**src/rtl/apb_bridge_pkg.sv**
```systemverilog
// Shared APB types and constants for the bridge and its register-file slave.
package apb_bridge_pkg;
  localparam int APB_DATA_W = 32;
  localparam int APB_ADDR_W = 32;
  localparam logic [APB_DATA_W-1:0] APB_SLV_ID_BASE = 32'hA5B0_0000;

  typedef enum logic [1:0] {
    IDLE,
    SETUP,
    ACCESS
  } apb_slv_state_t;
endpackage

```
**src/rtl/apb_slv_wait_ctr.sv**
```systemverilog
// Loadable down-counter for APB wait states; saturates at zero and flags it.
module apb_slv_wait_ctr (
  input  logic       hclk,
  input  logic       hresetn,
  input  logic       load,
  input  logic [3:0] load_val,
  input  logic       dec,
  output logic [3:0] count,
  output logic       zero
);
  always_ff @(posedge hclk or negedge hresetn) begin
    if (!hresetn) begin
      count <= 4'd0;
    end else if (load) begin
      count <= load_val;
    end else if (dec && count != 4'd0) begin
      count <= count - 4'd1;
    end
  end

  assign zero = (count == 4'd0);
endmodule

```
**src/rtl/apb_slave_regfile.sv**
```systemverilog
// APB slave register file with WAIT_STATES registered wait cycles.
// APB_SLV_PSLVERR_EN: error responses plus read-only ID register at index DEPTH-1.
module apb_slave_regfile
  import apb_bridge_pkg::*;
#(
  parameter int SLAVE_ID    = 0,
  parameter int DEPTH       = 16,
  parameter int WAIT_STATES = 1
) (
  input  logic                  hclk,
  input  logic                  hresetn,
  input  logic [2:0]            psel,
  input  logic                  penable,
  input  logic                  pwrite,
  input  logic [APB_ADDR_W-1:0] paddr,
  input  logic [APB_DATA_W-1:0] pwdata,
  output logic [APB_DATA_W-1:0] prdata,
  output logic                  pready,
  output logic                  pslverr
);
  localparam int IW = $clog2(DEPTH);
  localparam logic [IW-1:0] LAST_IDX = IW'(DEPTH - 1);

  apb_slv_state_t        state;
  logic [APB_DATA_W-1:0] regs [DEPTH];
  logic [IW-1:0]         idx_q;
  logic                  wr_q;
  logic                  legal_q;
  logic [APB_DATA_W-1:0] wdata_q;
  logic [3:0]            cnt;
  logic                  cnt_zero;

  logic                  sel;
  logic                  legal_in;
  logic [IW-1:0]         cur_idx;
  logic                  cur_wr;
  logic                  cur_legal;
  logic                  ro_c;
  logic                  ro_q;
  logic                  err_c;
  logic [APB_DATA_W-1:0] rd_c;
  logic                  start;
  logic                  step;

  assign sel      = psel[SLAVE_ID];
  assign legal_in = (paddr[1:0] == 2'b00) && (paddr[APB_ADDR_W-1:IW+2] == '0);
  assign start    = (state == IDLE) && sel && !penable;
  assign step     = (state != IDLE) && sel && penable && !cnt_zero;

  // With zero wait states the response is decided in the setup cycle,
  // before the address is latched, so look at the live bus there.
  always_comb begin
    cur_idx   = idx_q;
    cur_wr    = wr_q;
    cur_legal = legal_q;
    if (state == IDLE) begin
      cur_idx   = paddr[IW+1:2];
      cur_wr    = pwrite;
      cur_legal = legal_in;
    end
  end

  always_comb begin
    ro_c  = 1'b0;
    ro_q  = 1'b0;
    err_c = 1'b0;
    rd_c  = cur_legal ? regs[cur_idx] : '0;
`ifdef APB_SLV_PSLVERR_EN
    ro_c  = cur_legal && (cur_idx == LAST_IDX);
    ro_q  = idx_q == LAST_IDX;
    err_c = !cur_legal || (cur_wr && ro_c);
    if (ro_c) rd_c = APB_SLV_ID_BASE | APB_DATA_W'(SLAVE_ID);
`endif
  end

  apb_slv_wait_ctr u_wait_ctr (
    .hclk     (hclk),
    .hresetn  (hresetn),
    .load     (start),
    .load_val (4'(WAIT_STATES)),
    .dec      (step),
    .count    (cnt),
    .zero     (cnt_zero)
  );

  always_ff @(posedge hclk or negedge hresetn) begin
    if (!hresetn) begin
      state   <= IDLE;
      pready  <= 1'b0;
      pslverr <= 1'b0;
      prdata  <= '0;
      idx_q   <= '0;
      wr_q    <= 1'b0;
      legal_q <= 1'b0;
      wdata_q <= '0;
      for (int i = 0; i < DEPTH; i++) regs[i] <= '0;
    end else begin
      pready  <= 1'b0;
      pslverr <= 1'b0;
      case (state)
        IDLE: begin
          if (start) begin
            state   <= SETUP;
            idx_q   <= paddr[IW+1:2];
            wr_q    <= pwrite;
            legal_q <= legal_in;
            wdata_q <= pwdata;
            if (WAIT_STATES == 0) begin
              pready  <= 1'b1;
              pslverr <= err_c;
              if (!pwrite) prdata <= rd_c;
            end
          end
        end
        default: begin
          if (!sel) begin
            state <= IDLE;
          end else if (!penable) begin
            pready  <= pready;
            pslverr <= pslverr;
          end else if (cnt_zero) begin
            // Completion cycle: commit the write at its closing edge.
            state <= IDLE;
            if (wr_q && legal_q && !ro_q) regs[idx_q] <= wdata_q;
          end else begin
            state <= ACCESS;
            if (cnt == 4'd1) begin
              pready  <= 1'b1;
              pslverr <= err_c;
              if (!wr_q) prdata <= rd_c;
            end
          end
        end
      endcase
    end
  end
endmodule

```
**config.mk**
```make
export PLATFORM = sky130hd
export DESIGN_NAME = apb_slave_regfile
export DESIGN_NICKNAME = d
export VERILOG_FILES = /design/src/rtl/apb_bridge_pkg.sv /design/src/rtl/apb_slv_wait_ctr.sv /design/src/rtl/apb_slave_regfile.sv
export SDC_FILE = /design/constraint.sdc
export NUM_CORES = 1
export LEC_CHECK = 0
export ABC_CLOCK_PERIOD_IN_PS = 4000
export BUFFER_PORTS_ARGS = -buffer_cell sky130_fd_sc_hd__buf_4
export CAP_MARGIN = 10
export CELL_PAD_IN_SITES_DETAIL_PLACEMENT = 0
export CELL_PAD_IN_SITES_GLOBAL_PLACEMENT = 1
export CORE_MARGIN = 4
export CORE_UTILIZATION = 55
export CTS_CLUSTER_DIAMETER = 120
export DETAILED_ROUTE_END_ITERATION = 8
export GPL_ROUTABILITY_DRIVEN = 1
export PLACE_DENSITY_LB_ADDON = 0.1
export REMOVE_ABC_BUFFERS = 1
export SLEW_MARGIN = 20
export SYNTH_ARGS = -nofsm -noshare
export SYNTH_HDL_FRONTEND = slang
export SYNTH_SLANG_ARGS = --single-unit
```
**constraint.sdc**
```tcl
create_clock -name hclk -period 4 [get_ports hclk]
set_input_delay 0.4 -clock hclk [delete_from_list [all_inputs] [get_ports hclk]]
set_output_delay 0.4 -clock hclk [all_outputs]
set_load 0.01 [all_outputs]
```
* Word level (Yosys, flattened, before mapping) *
Cells that the tools add are included.

storage, ports and cells
  bits in registers = 590

operators by class
  order comparisons = 3
  mux-type cells = 24
  reductions and logical operators = 22
  $add $sub $neg = 1
  equality and inequality tests = 3
  bitwise operators = 5

operators with widths
  kind                                                        count
  bitwise mux 512 bit                                         1
  binary-select mux 32 bit (select 4 bit)                     1
  demux 32 bit (select 4 bit)                                 1
  2-to-1 mux 32 bit                                           4
  logical NOT 26 bit                                          1
  2-to-1 mux 4 bit                                            3
  greater-or-equal comparator 5 bit, second input constant    2
  2-to-1 mux 2 bit                                            5
  inverter 4 -> 5 bit                                         2
  logical AND 1 bit                                           9
  2-to-1 mux 1 bit                                            9
  AND reduction 6 bit                                         1
  less-than comparator 5 x 1 -> 1 bit, second input constant  1
  AND reduction 5 bit                                         1
  equality test 4 x 1 -> 1 bit, second input constant         1
  logical NOT 2 bit                                           2
  logical NOT 4 bit                                           1
  AND reduction 2 bit                                         2
  nonzero test 2 bit                                          2
  nonzero test 4 bit                                          1
  subtractor 4 x 1 -> 4 bit, second input constant            1
  inequality test 3 x 1 -> 1 bit, second input constant       1
  inverter 1 bit                                              3
  logical NOT 1 bit                                           2
  inequality test 2 bit, second input constant                1

* Depth between registers and ports, before layout *
Gate-level depths: netlist of the first run.

  word-level depth = 7
  mapped depth = 10
  depth with buffers taken out = 8

* Modules after synthesis *
Synthesis of the first run repeated with hierarchy kept, for this count alone.

unflattened totals
  cells, all modules = 1,854
  area, all modules = 26,233.9 um2

modules (own cells, without submodules)
  module             seq. area each (um2)  times used  area an instance (um2)  cells an instance
  apb_slave_regfile  14,639.0              1           25,981.2                1,827
  apb_slv_wait_ctr   100.1                 1           252.7                   27

* Worst setup path after synthesis of the first run *
No wires, ideal clock.

  path kind = reg-to-reg
  start point = register u_wait_ctr.count[0]
  end point = register regs[459] in the netlist's numbering
  cell stages (with the launch flop) = 9
  slack = 1.525 ns
  data arrival time = 2.351 ns
  required time = 3.875 ns
  cells stage by stage = dfrtp_1 inv_1 ha_1 nor3b_1 nor3b_2 or3b_1 nor2_1 buf_2 mux2_2

on the way
  cells in the longest elaborated chain, start to end = 2

ends and longest elaborated chain
  element                               RTL line                  RTL
  start, declared                       apb_slv_wait_ctr.sv:8     output logic [3:0] count,
  start signal, assigned                apb_slv_wait_ctr.sv:15    count <= load_val;
  start signal, assigned                apb_slv_wait_ctr.sv:17    count <= count - 4'd1;
  logical NOT 4 bit                     apb_slv_wait_ctr.sv:21    assign zero = (count == 4'd0);
  AND reduction 5 bit (no source line)  -
  end signal, assigned by index         apb_slave_regfile.sv:124  if (wr_q && legal_q && !ro_q) regs[idx_q] <= wdata_q;
  end, declared                         apb_slave_regfile.sv:25   logic [APB_DATA_W-1:0] regs [DEPTH];

Every way passes these cells.
A chain may end at the register's enable or synchronous reset.

* Worst setup path after layout of the first run *
  start point = register u_wait_ctr.count[0]
  end point = register regs[75] in the netlist's numbering

Same word-level chain as after synthesis.

==> results of run 1 <==
-- path summary, 6_finish.rpt --
| kind | cells past startpoint | end | startpoint |
|---|---|---|---|
| max reg2reg | 8 | regs[75]$_DFFE_PN0P_ | u_wait_ctr.count[0]$_DFFE_PN0P_ |
| max in group asynchronous | 3 | regs[416]$_DFFE_PN0P_ | hresetn |
| min in group asynchronous | 2 | regs[48]$_DFFE_PN0P_ | hresetn |
| min reg2reg | 1 | regs[466]$_DFFE_PN0P_ | regs[466]$_DFFE_PN0P_ |
| max | 8 | regs[75]$_DFFE_PN0P_ | u_wait_ctr.count[0]$_DFFE_PN0P_ |
| min | 3 | wdata_q[1]$_DFFE_PN0P_ | pwdata[1] |
-- layout make-up --
type,instances,area (µm²)
inverter,7,26.28
fill,3671,17390
sequential,589,14740
tap,615,769.5
multi-input combinational,1356,11280
timing repair buffer,181,1644
clock buffer,99,1849
clock inverter,9,45.04
-- cell usage in the layout (no fill, tap or decap), types with 9 or more instances in the layout --
master / n
nor2_1: 10
buf_12: 16
a21oi_1: 159
and2_1: 30
o41ai_1: 11
clkbuf_1: 20
mux2_1: 14
mux2_2: 498
dlygate4sd3_1: 31
clkbuf_8: 18
buf_4: 133
clkbuf_16: 61
mux4_2: 62
a2111oi_0: 31
clkinv_2: 9
dfrtp_1: 589
o41ai_2: 21
nand2_1: 432
-- per-stage QoR --
step	power [mW]	util (%)	setup slack (ns)	setup TNS (ns)
2_1_floorplan	6.866	-	-1.562	-50.45
3_3_place_gp	7.538	58.95	0.9867	0
3_5_place_dp	7.565	58.95	0.9529	0
4_1_cts	12.98	63.57	0.9219	0
5_1_grt	13.39	63.57	0.6859	0
6_report	12.86	63.57	0.9254	0
-- power groups by stage --
stage,Combinational [mW],Clock [mW],Sequential [mW]
global route,1.20,5.78,6.40
detailed placement,1.09,0,6.47
CTS,1.12,5.49,6.37
finish,1.10,5.38,6.37
floorplan,0.524,0,6.34
global placement,1.08,0,6.46
-- tightest hold or removal path: stages --
cell and delay [ns]:
buf_4 0.08, nand2_1 0.06, nand2_1 0.06
-- registers in the layout, indices dropped and copies added (netlist names) --
name and flops:
idx_q 4, legal_q 1, prdata 32, pready 1, regs 512, state 2, u_wait_ctr.count 4, wdata_q 32
wr_q 1
-- per-layer routing --
metal | global-route usage [%] | vias to the layer above
li1 | - | 7604
met5 | 0 | -
met4 | 7.981 | 0
met3 | 3.855 | 128
met2 | 45.11 | 373
met1 | 36.28 | 9069
-- what timing repair did --
action,4_1_cts,5_1_grt
endpoints found under the setup margin,0,0
hold endpoints to repair,112,0
hold buffers,31,0
-- synthesized netlist by cell type (all sizes together) (9+ instances only) --
master / instances / area [µm²]
o41ai: 32 / 437.9
dfrtp: 589 / 14740
and2: 32 / 202.7
nor2: 18 / 67.56
mux4: 62 / 1396
a2111oi: 31 / 271.5
mux2: 512 / 5766
buf: 76 / 392.9
mux2i: 9 / 90.09
nand2: 441 / 1655
clkbuf: 88 / 330.3
a21oi: 159 / 795.8
-- kinds of logic after synthesis --
logic type                 after synthesis
muxes                                  583
DFF                                    589
other                                    1
buffers and inverters                  171
xor gates and xnor gates                 3
AOI/OAI and AO/OA                      238
and+or+nand+nor                        528
adders and majority gates                3
==> key figures, run 1 <==
Outcome
  • Status: finished clean

Drt
  • Post-route DRC violation count: 0
  • Metal-1 WL: 29,800 µm
  • Top sig layer: met4
  • DR pass1 iterations: 5
  • Met2 Routed Length: 33,830 µm
  • DRT iter0 DRCs: 1,240
  • Count of antenna-violating nets left after detailed routing: 0
  • Via density: 6.013
  • Drt total wl: 68,460 µm
  • Drt wl/cell: 23.97 µm
  • Met3 wire len: 2845 µm
  • Routed vias: 17,170

Pwr
  • Leak: 14.55 nW
  • Clock power frac: 41.9%
  • Worst vdd ir: 0.3965 mV
  • NetSw: 3.358 mW
  • Flop pwr share: 49.6%
  • Internal: 9.497 mW
  • Pwr Density: 423.5 mW/mm²
  • Comb power frac: 8.6%
  • Net Sw Frac: 26.12%

Floorplan
  • Ports: 105
  • Starting Density: 55.67%
  • Core Area: 0.04775 mm²
  • Die H: 227.8 µm
  • Die ar.: 0.05191 mm²
  • Site row count: 80
  • DIE WIDTH: 227.8 µm

STA
  • Final hold vios: 0
  • RSZ-0062 raised after global routing: false
  • Period utilisation layout: 76.87%
  • Max Fclk: 325.2 MHz
  • Slew Limit Headroom: 29.05%
  • Final hold slack: 0.02746 ns
  • Layout Skew: 0.01330 ns
  • Worst Tran Pin Value: 1.064 ns
  • Setup violators final: 0
  • Min Tclk post-route: 3.075 ns
  • Final Max Slew Viols: 0

Cells and area
  • Share of cells above drive strength 1: 38.02%
  • Area growth, synth to finish: 14.18%
  • Post-Layout Cell Count: 2,856
  • N_diodes: 0
  • Design area: 0.03035 mm²
  • Layout Nets: 2,270

Clock network
  • CTS tree: done
  • Post CTS Setup Buffer Count: 0
  • Num CTS Buffers: 61
  • # resized after CTS: 0
  • Clk Latency, worst-skew pair: 0.61 ns
  • Clock Path Buffers: 3
  • Clk sinks: 589
  • H-Tree Depth: 2
  • Worst-path clk slew: 0.06 ns
  • Root Buffer: clkbuf_16

Yosys
  • Synth Flop Type: dfrtp_1
  • Largest family of logic cells by synthesized area: multiplexers
  • Compound-gate portion of the synthesized area: 6.030%
  • Avg Inst Size Synth: 12.56 µm²
  • Simple-gate share of the synthesized area: 8.167%
  • #FFs+latches synth: 589
  • Ys async rst share: 100.0%
  • Post-synth EDFFs: 0
  • Synth warn: 0
  • Xor and xnor area share after synthesis: 0.09885%
  • Mux cell area share after synthesis: 27.28%
  • Distinct cell type count after synthesis: 47
  • Seq/Total Area, Yosys: 55.45%
  • Post-Synth Adder-Cell Area: 0.1412%
  • Cells after synthesis: 2,116
  • Mapped cell area: 0.02658 mm²

GRT
  • Vias in the first global route: 18,160
  • Initial antenna violation count: 0
  • Largest net degree at the start of global routing: 103
  • Gr ovfl total: 0
  • Total track usage: 26.66%
  • First-pass GRT wire length: 108,300 µm

Placement
  • Cells after DPL: 2,717
  • Placed Instance Area: 0.02815 mm²
  • GP Congestion: 0.7368
  • IO Port Bufs: 101
  • DP HPWL: 35,760 µm

Critical path
  • Max Fanout on Critical Path: 20
  • R2r setup slk: 0.93 ns
  • Critical Path Max Stage Delay: 0.55 ns
  • Critical path's slowest cell: nand2_2
  • Critical Path AT: 3.56 ns
  • Top cell family by delay on the critical path: simple AND/OR/NAND/NOR gates
  • CP startpoint kind: flip-flop
  • Req. time, crit path: 4.49 ns
  • WP buf/inv: 2
  • Critical path endpoint category: flip-flop
  • Critical-path cell list: inv_1 -> ha_1 -> nor3b_1 -> nor3b_2 -> and3_1 -> nand2_2 -> buf_4 -> mux2_2
  • CP Class: reg -> reg

Flow run
  • Max cap viols: 0

Min path
  • Hold WC Path Type: in -> reg
Power figures use the tool's default switching activity.
==> run 2, diff against run 1 <==
Settings changed: ABC_CLOCK_PERIOD_IN_PS 4000 to 2700, CORE_UTILIZATION 55 to 46.
Clock period 4 ns to 2.7 ns, I/O delays scaled along.
==> run 2 against run 1 <==
Effect of this change: via count up 1.5%; fmax up 18%; largest power group unchanged; sequential cell count did not move; wire length up 3.0%; combinational power grew 77%; largest cell class unchanged.
==> key figures, run 2 (synthesized netlist as in run 1, its figures left out) <==
Cells and area
  • Design area: 0.03186 mm² (+5.0%)
  • Max reg flops: 512 (unchanged)
  • Most common cell after layout, fill and taps aside: dfrtp_1
  • Share of cells above drive strength 1: 40.48% (+2.5 points)
  • Biggest regs: regs: 512 flops, prdata: 32 flops, wdata_q: 32 flops
  • Post-Layout Cell Count: 3,078 (+7.8%)
  • Layout Nets: 2,347 (+3.4%)
  • Largest Register: regs
  • Filler cells: 4,721 (+29%)
  • Area growth, synth to finish: 19.85%
  • Commonest cells after routing, fill and taps aside: 589 x dfrtp_1, 498 x mux2_2, 432 x nand2_1
  • Final core occ: 56.07% (-7.5 points)
  • N_diodes: 0 (unchanged)

GRT
  • Initial antenna violation count: 0 (unchanged)
  • Total track usage: 23.32% (-3.3 points)
  • Gr ovfl total: 0 (unchanged)
  • First-pass GRT wire length: 110,600 µm (+2.1%)
  • Vias in the first global route: 18,260 (+0.55%)
  • Largest net degree at the start of global routing: 98 (-4.9%)

STA
  • Min Tclk post-route: 2.601 ns (-0.4732 ns)
  • Setup violators final: 0 (unchanged)
  • Final Max Slew Viols: 0 (unchanged)
  • Final hold vios: 0 (unchanged)
  • Layout Skew: 0.01128 ns (-0.002015 ns)
  • Post-route setup slack: 0.09858 ns (-0.8268 ns)
  • Max Fclk: 384.4 MHz (+18%)
  • Final hold slack: 0.07241 ns (+0.04496 ns)
  • Worst Tran Pin Value: 0.6866 ns (-0.3777 ns)
  • Slew Limit Headroom: 54.22% (+25 points)
  • Setup_tns: 0 ns (unchanged)
  • Period utilisation layout: 96.35% (+19 points)

Drt
  • Drt wl/cell: 22.90 µm (-4.5%)
  • Routed vias: 17,430 (+1.5%)
  • DR pass1 iterations: 5 (unchanged)
  • Drt total wl: 70,500 µm (+3.0%)
  • Post-route DRC violation count: 0 (unchanged)
  • Via density: 5.662 (-5.8%)
  • Count of antenna-violating nets left after detailed routing: 0 (unchanged)
  • DRT iter0 DRCs: 1,132 (-8.7%)

Clock network
  • Clock Path Buffers: 3 (unchanged)
  • Num CTS Buffers: 61 (unchanged)
  • Clk sinks: 589 (unchanged)
  • Clk Latency, worst-skew pair: 0.62 ns (about the same)
  • H-Tree Depth: 2 (unchanged)
  • Worst-path clk slew: 0.06 ns (about the same)
  • CTS tree: done
  • Root Buffer: clkbuf_16

Critical path
  • FF-to-FF Start: state[0]$_DFFE_PN0P_
  • Critical Path AT: 3.09 ns (-0.47 ns)
  • FF-to-FF path depth: 8 (unchanged)
  • RR Endpoint: prdata[21]$_DFFE_PN0P_
  • CP Class: reg -> reg
  • Critical path endpoint category: flip-flop
  • Crit path from: state[0]$_DFFE_PN0P_
  • CP startpoint kind: flip-flop
  • R2r setup slk: 0.1 ns (-0.83 ns)
  • Max Fanout on Critical Path: 22 (+10%)
  • Req. time, crit path: 3.19 ns (-1.30 ns)
  • Critical Path End: prdata[21]$_DFFE_PN0P_

Pwr
  • Flop pwr share: 47.1% (-2.5 points)
  • Comb power frac: 9.7% (+1.1 points)
  • Power Total: 20.03 mW (+56%)
  • Internal: 14.80 mW (+56%)
  • NetSw: 5.228 mW (+56%)
  • Net Sw Frac: 26.10% (about the same)
  • Leak: 15.23 nW (+4.7%)
  • Worst vdd ir: 0.5090 mV (+28%)
  • Clock power frac: 43.2% (+1.3 points)
  • Pwr Density: 628.8 mW/mm² (+48%)

Floorplan
  • DIE WIDTH: 248.4 µm (+9.0%)
  • Die H: 248.4 µm (+9.0%)
  • Ports: 105 (unchanged)
  • Starting Density: 46.78% (-8.9 points)
  • Die ar.: 0.06170 mm² (+19%)
  • Core Area: 0.05682 mm² (+19%)
  • Site row count: 87 (+8.8%)

Placement
  • DP HPWL: 41,040 µm (+15%)
  • Setup Slack @ Placement: -0.01718 ns (-0.9701 ns)
  • GP Congestion: 0.7718 (+4.8%)
  • IO Port Bufs: 101 (unchanged)
  • Placed Instance Area: 0.02917 mm² (+3.6%)
  • Cells after DPL: 2,919 (+7.4%)

Min path
  • Hold WC Path Type: in -> reg
  • HP Start: paddr[3]

Flow run
  • Max cap viols: 0 (unchanged)

Outcome
  • Status: finished clean
## run 2: area by class of cell
cell class              instances  area, µm²  share of cell area (%)
multi-input cells            1356      11370                   35.68
clock buffers                  95       1886                   5.919
clock inverters                17      201.4                  0.6323
repair buffers                258       2694                   8.456
flip-flops and latches        589      14740                   46.26
inverters                       7      26.28                 0.08248
well taps                     756      945.9                   2.969
## run 2: critical path, cell delays in order (launching register included)
cell,delay [ns]
dfrtp_1,0.45
or3b_1,0.44
and2_4,0.20
buf_12,0.14
buf_12,0.17
mux4_2,0.44
and2_1,0.18
o41ai_1,0.31
a21oi_1,0.11
## run 2: metal layers
layer	GRT usage [%]	vias to the layer above	routed length (µm)
met5	0	-	0
met3	3.197	97	2659
met1	33.15	9185	32250
met2	38.63	351	34210
met4	5.131	0	1373
li1	-	7796	-
## run 2: worst min-delay path by stage
stage / end / slack [ns] / cells past startpoint
finish: idx_q[1]$_DFFE_PN0P_ / 0.07 / 3
global route: idx_q[1]$_DFFE_PN0P_ / 0.09 / 3
CTS: idx_q[1]$_DFFE_PN0P_ / 0.04 / 3
detailed placement: regs[112]$_DFFE_PN0P_ / 0.26 / 1
global placement: regs[80]$_DFFE_PN0P_ / 0.25 / 1
floorplan: idx_q[0]$_DFFE_PN0P_ / -0.03 / 0
## run 2: timing repair
| action | CTS | global route |
|---|---|---|
| gates resized for setup | 1 | 31 |
| hold buffers | 43 | 0 |
| buffers inserted | 0 | 3 |
| endpoints found under the hold margin | 90 | 0 |
| cloned | 0 | 1 |
| pin swaps | 0 | 2 |
| endpoints found under the setup margin | 9 | 194 |
## run 2: power groups by stage
stage | Clock, mW | Sequential (mW) | Combinational, mW
CTS | 8.91 | 9.42 | 1.94
floorplan | 0 | 9.40 | 0.776
finish | 8.66 | 9.43 | 1.95
detailed placement | 0 | 9.58 | 1.89
global placement | 0 | 9.56 | 1.87
global route | 9.25 | 9.47 | 2.12
==> run 3, diff against run 2 <==
Settings changed: RECOVER_POWER set to 100.
==> run 3 against run 2 <==
Effect of this change: the run now ends with max-capacitance violations, max-slew violations left; combinational power about the same; sequential share of layout area grew 0.36 points; sequential power about the same; final cell count unchanged; final area decreased by 0.76%; first-iteration DRC count shrank 6.3%; largest cell class unchanged.
==> key figures, run 3 (synthesized netlist as in run 1, its figures left out) <==
Drt
  • Drt wl/cell: 22.90 µm (about the same)
  • Post-route DRC violation count: 0 (unchanged)
  • Via density: 5.661 (about the same)
  • Routed vias: 17,430 (-0.017%)
  • DR pass1 iterations: 5 (unchanged)
  • Count of antenna-violating nets left after detailed routing: 0 (unchanged)
  • Drt total wl: 70,500 µm (about the same)
  • DRT iter0 DRCs: 1,061 (-6.3%)

Cells and area
  • Max reg flops: 512 (unchanged)
  • Share of cells above drive strength 1: 38.63% (-1.9 points)
  • Area growth, synth to finish: 18.94%
  • Final core occ: 55.64% (-0.43 points)
  • N_diodes: 0 (unchanged)
  • Biggest regs: regs: 512 flops, prdata: 32 flops, wdata_q: 32 flops
  • Most common cell after layout, fill and taps aside: dfrtp_1
  • Filler cells: 4,771 (+1.1%)
  • Commonest cells after routing, fill and taps aside: 589 x dfrtp_1, 498 x mux2_2, 433 x nand2_1
  • Layout Nets: 2,347 (unchanged)
  • Largest Register: regs

Floorplan
  • Ports: 105 (unchanged)
  • Starting Density: 46.78% (unchanged)
  • Die ar.: 0.06170 mm² (unchanged)
  • DIE WIDTH: 248.4 µm (unchanged)
  • Site row count: 87 (unchanged)
  • Die H: 248.4 µm (unchanged)
  • Core Area: 0.05682 mm² (unchanged)

Flow run
  • Max cap viols: 1 (+1)

Critical path
  • CP Class: reg -> reg
  • Critical Path AT: 3.10 ns (about the same)
  • Critical path endpoint category: flip-flop
  • Max Fanout on Critical Path: 22 (unchanged)
  • Crit path from: state[0]$_DFFE_PN0P_
  • CP startpoint kind: flip-flop
  • FF-to-FF Start: state[0]$_DFFE_PN0P_
  • FF-to-FF path depth: 8 (unchanged)
  • Req. time, crit path: 3.19 ns (about the same)

Clock network
  • H-Tree Depth: 2 (unchanged)
  • Worst-path clk slew: 0.06 ns (about the same)
  • Root Buffer: clkbuf_16
  • Clk sinks: 589 (unchanged)
  • Clk Latency, worst-skew pair: 0.63 ns (about the same)
  • Num CTS Buffers: 61 (unchanged)
  • CTS tree: done
  • Clock Path Buffers: 3 (unchanged)

Pwr
  • Power Total: 20.02 mW (about the same)
  • Comb power frac: 9.6% (about the same)
  • Flop pwr share: 47.1% (about the same)
  • Net Sw Frac: 26.13% (+0.036 points)
  • Internal: 14.78 mW (-0.13%)
  • Pwr Density: 633.1 mW/mm² (+0.69%)
  • Clock power frac: 43.3% (about the same)
  • Worst vdd ir: 0.5097 mV (+0.13%)
  • NetSw: 5.231 mW (about the same)
  • Leak: 15.03 nW (-1.3%)

STA
  • Post-route setup slack: 0.09758 ns (-0.001003 ns)
  • Min Tclk post-route: 2.602 ns (+0.001003 ns)
  • Slew Limit Headroom: -18.61% (-73 points)
  • Layout Skew: 0.01309 ns (+0.001810 ns)
  • Worst Tran Pin Value: 1.779 ns (+1.093 ns)
  • Final hold slack: 0.07084 ns (-0.001571 ns)
  • Final Max Slew Viols: 55 (+55)
  • Period utilisation layout: 96.39% (about the same)
  • Final hold vios: 0 (unchanged)
  • Setup violators final: 0 (unchanged)
  • Max Fclk: 384.3 MHz (about the same)
  • Setup_tns: 0 ns (unchanged)

Placement
  • DP HPWL: 41,040 µm (unchanged)
  • GP Congestion: 0.7718 (unchanged)
  • Setup Slack @ Placement: -0.01718 ns (unchanged)
  • IO Port Bufs: 101 (unchanged)

GRT
  • Initial antenna violation count: 0 (unchanged)
  • Total track usage: 23.32% (unchanged)
  • First-pass GRT wire length: 110,600 µm (unchanged)
  • Largest net degree at the start of global routing: 98 (unchanged)
  • Vias in the first global route: 18,260 (unchanged)
  • Gr ovfl total: 0 (unchanged)

Outcome
  • Status: finished, violations left
  • Violated checks: max-capacitance violations, max-slew violations

Min path
  • Hold WC Path Type: in -> reg
  • HP Start: paddr[3]
  • WHS Path Cells: 3 (unchanged)
## run 3: cell count changes in the layout (fill, tap and decap cells not counted), sizes merged
cell    delta
buf       -52
clkbuf    +52
## run 3: area by class of cell
cell class / count / area, µm² / share of cell area [%]
tap: 756 / 945.9 / 2.992
sequential: 589 / 14740 / 46.62
timing repair buffer: 258 / 2461 / 7.785
clock inverter: 17 / 201.4 / 0.6372
clock buffer: 95 / 1886 / 5.964
inverter: 7 / 26.28 / 0.08311
multi-input combinational: 1356 / 11360 / 35.92
## run 3: stage by stage
step,cells,instance area [µm²]
6_report,3078,31620
4_1_cts,3074,31690
2_1_floorplan,1952,25860
5_1_grt,3078,31620
3_3_place_gp,2919,29170
3_5_place_dp,2919,29170
## run 3: final timing paths
| path | end | slack, ns |
|---|---|---|
| setup / recovery | prdata[21]$_DFFE_PN0P_ | 0.1 |
| hold / removal | idx_q[1]$_DFFE_PN0P_ | 0.07 |
| setup reg to reg | prdata[21]$_DFFE_PN0P_ | 0.1 |
| hold reg to reg | regs[475]$_DFFE_PN0P_ | 0.48 |
| max in group asynchronous | regs[117]$_DFFE_PN0P_ | 0.39 |
| min in group asynchronous | regs[80]$_DFFE_PN0P_ | 0.66 |
## run 3: repair_timing
item / CTS / global route
setup buffers: 0 / 3
hold endpoints to repair: 90 / 0
hold buffers: 43 / 0
cloned: 0 / 1
endpoints found under the setup margin: 9 / 194
gates resized for setup: 1 / 31
pin swaps: 0 / 2
## run 3: worst max-delay path, stage by stage, from the launching register on
cell and delay, ns:
dfrtp_1 0.45, or3b_1 0.44, and2_4 0.20, buf_12 0.14, buf_12 0.16, mux4_2 0.44, and2_1 0.18, o41ai_1 0.31
a21oi_1 0.11
## run 3: power groups by stage
stage          Combinational (mW)  Sequential (mW)  Clock [mW]
5_1_grt                      2.09             9.47        9.25
3_5_place_dp                 1.89             9.58           0
4_1_cts                      1.94             9.42        8.91
3_3_place_gp                 1.87             9.56           0
6_report                     1.93             9.42        8.67
2_1_floorplan               0.776             9.40           0
## run 3: layer usage
metal  share of wire, %  track usage (%)
met1                 46            33.15
met5                  0                0
met3                3.7            3.197
met4                1.9            5.131
met2                 48            38.63
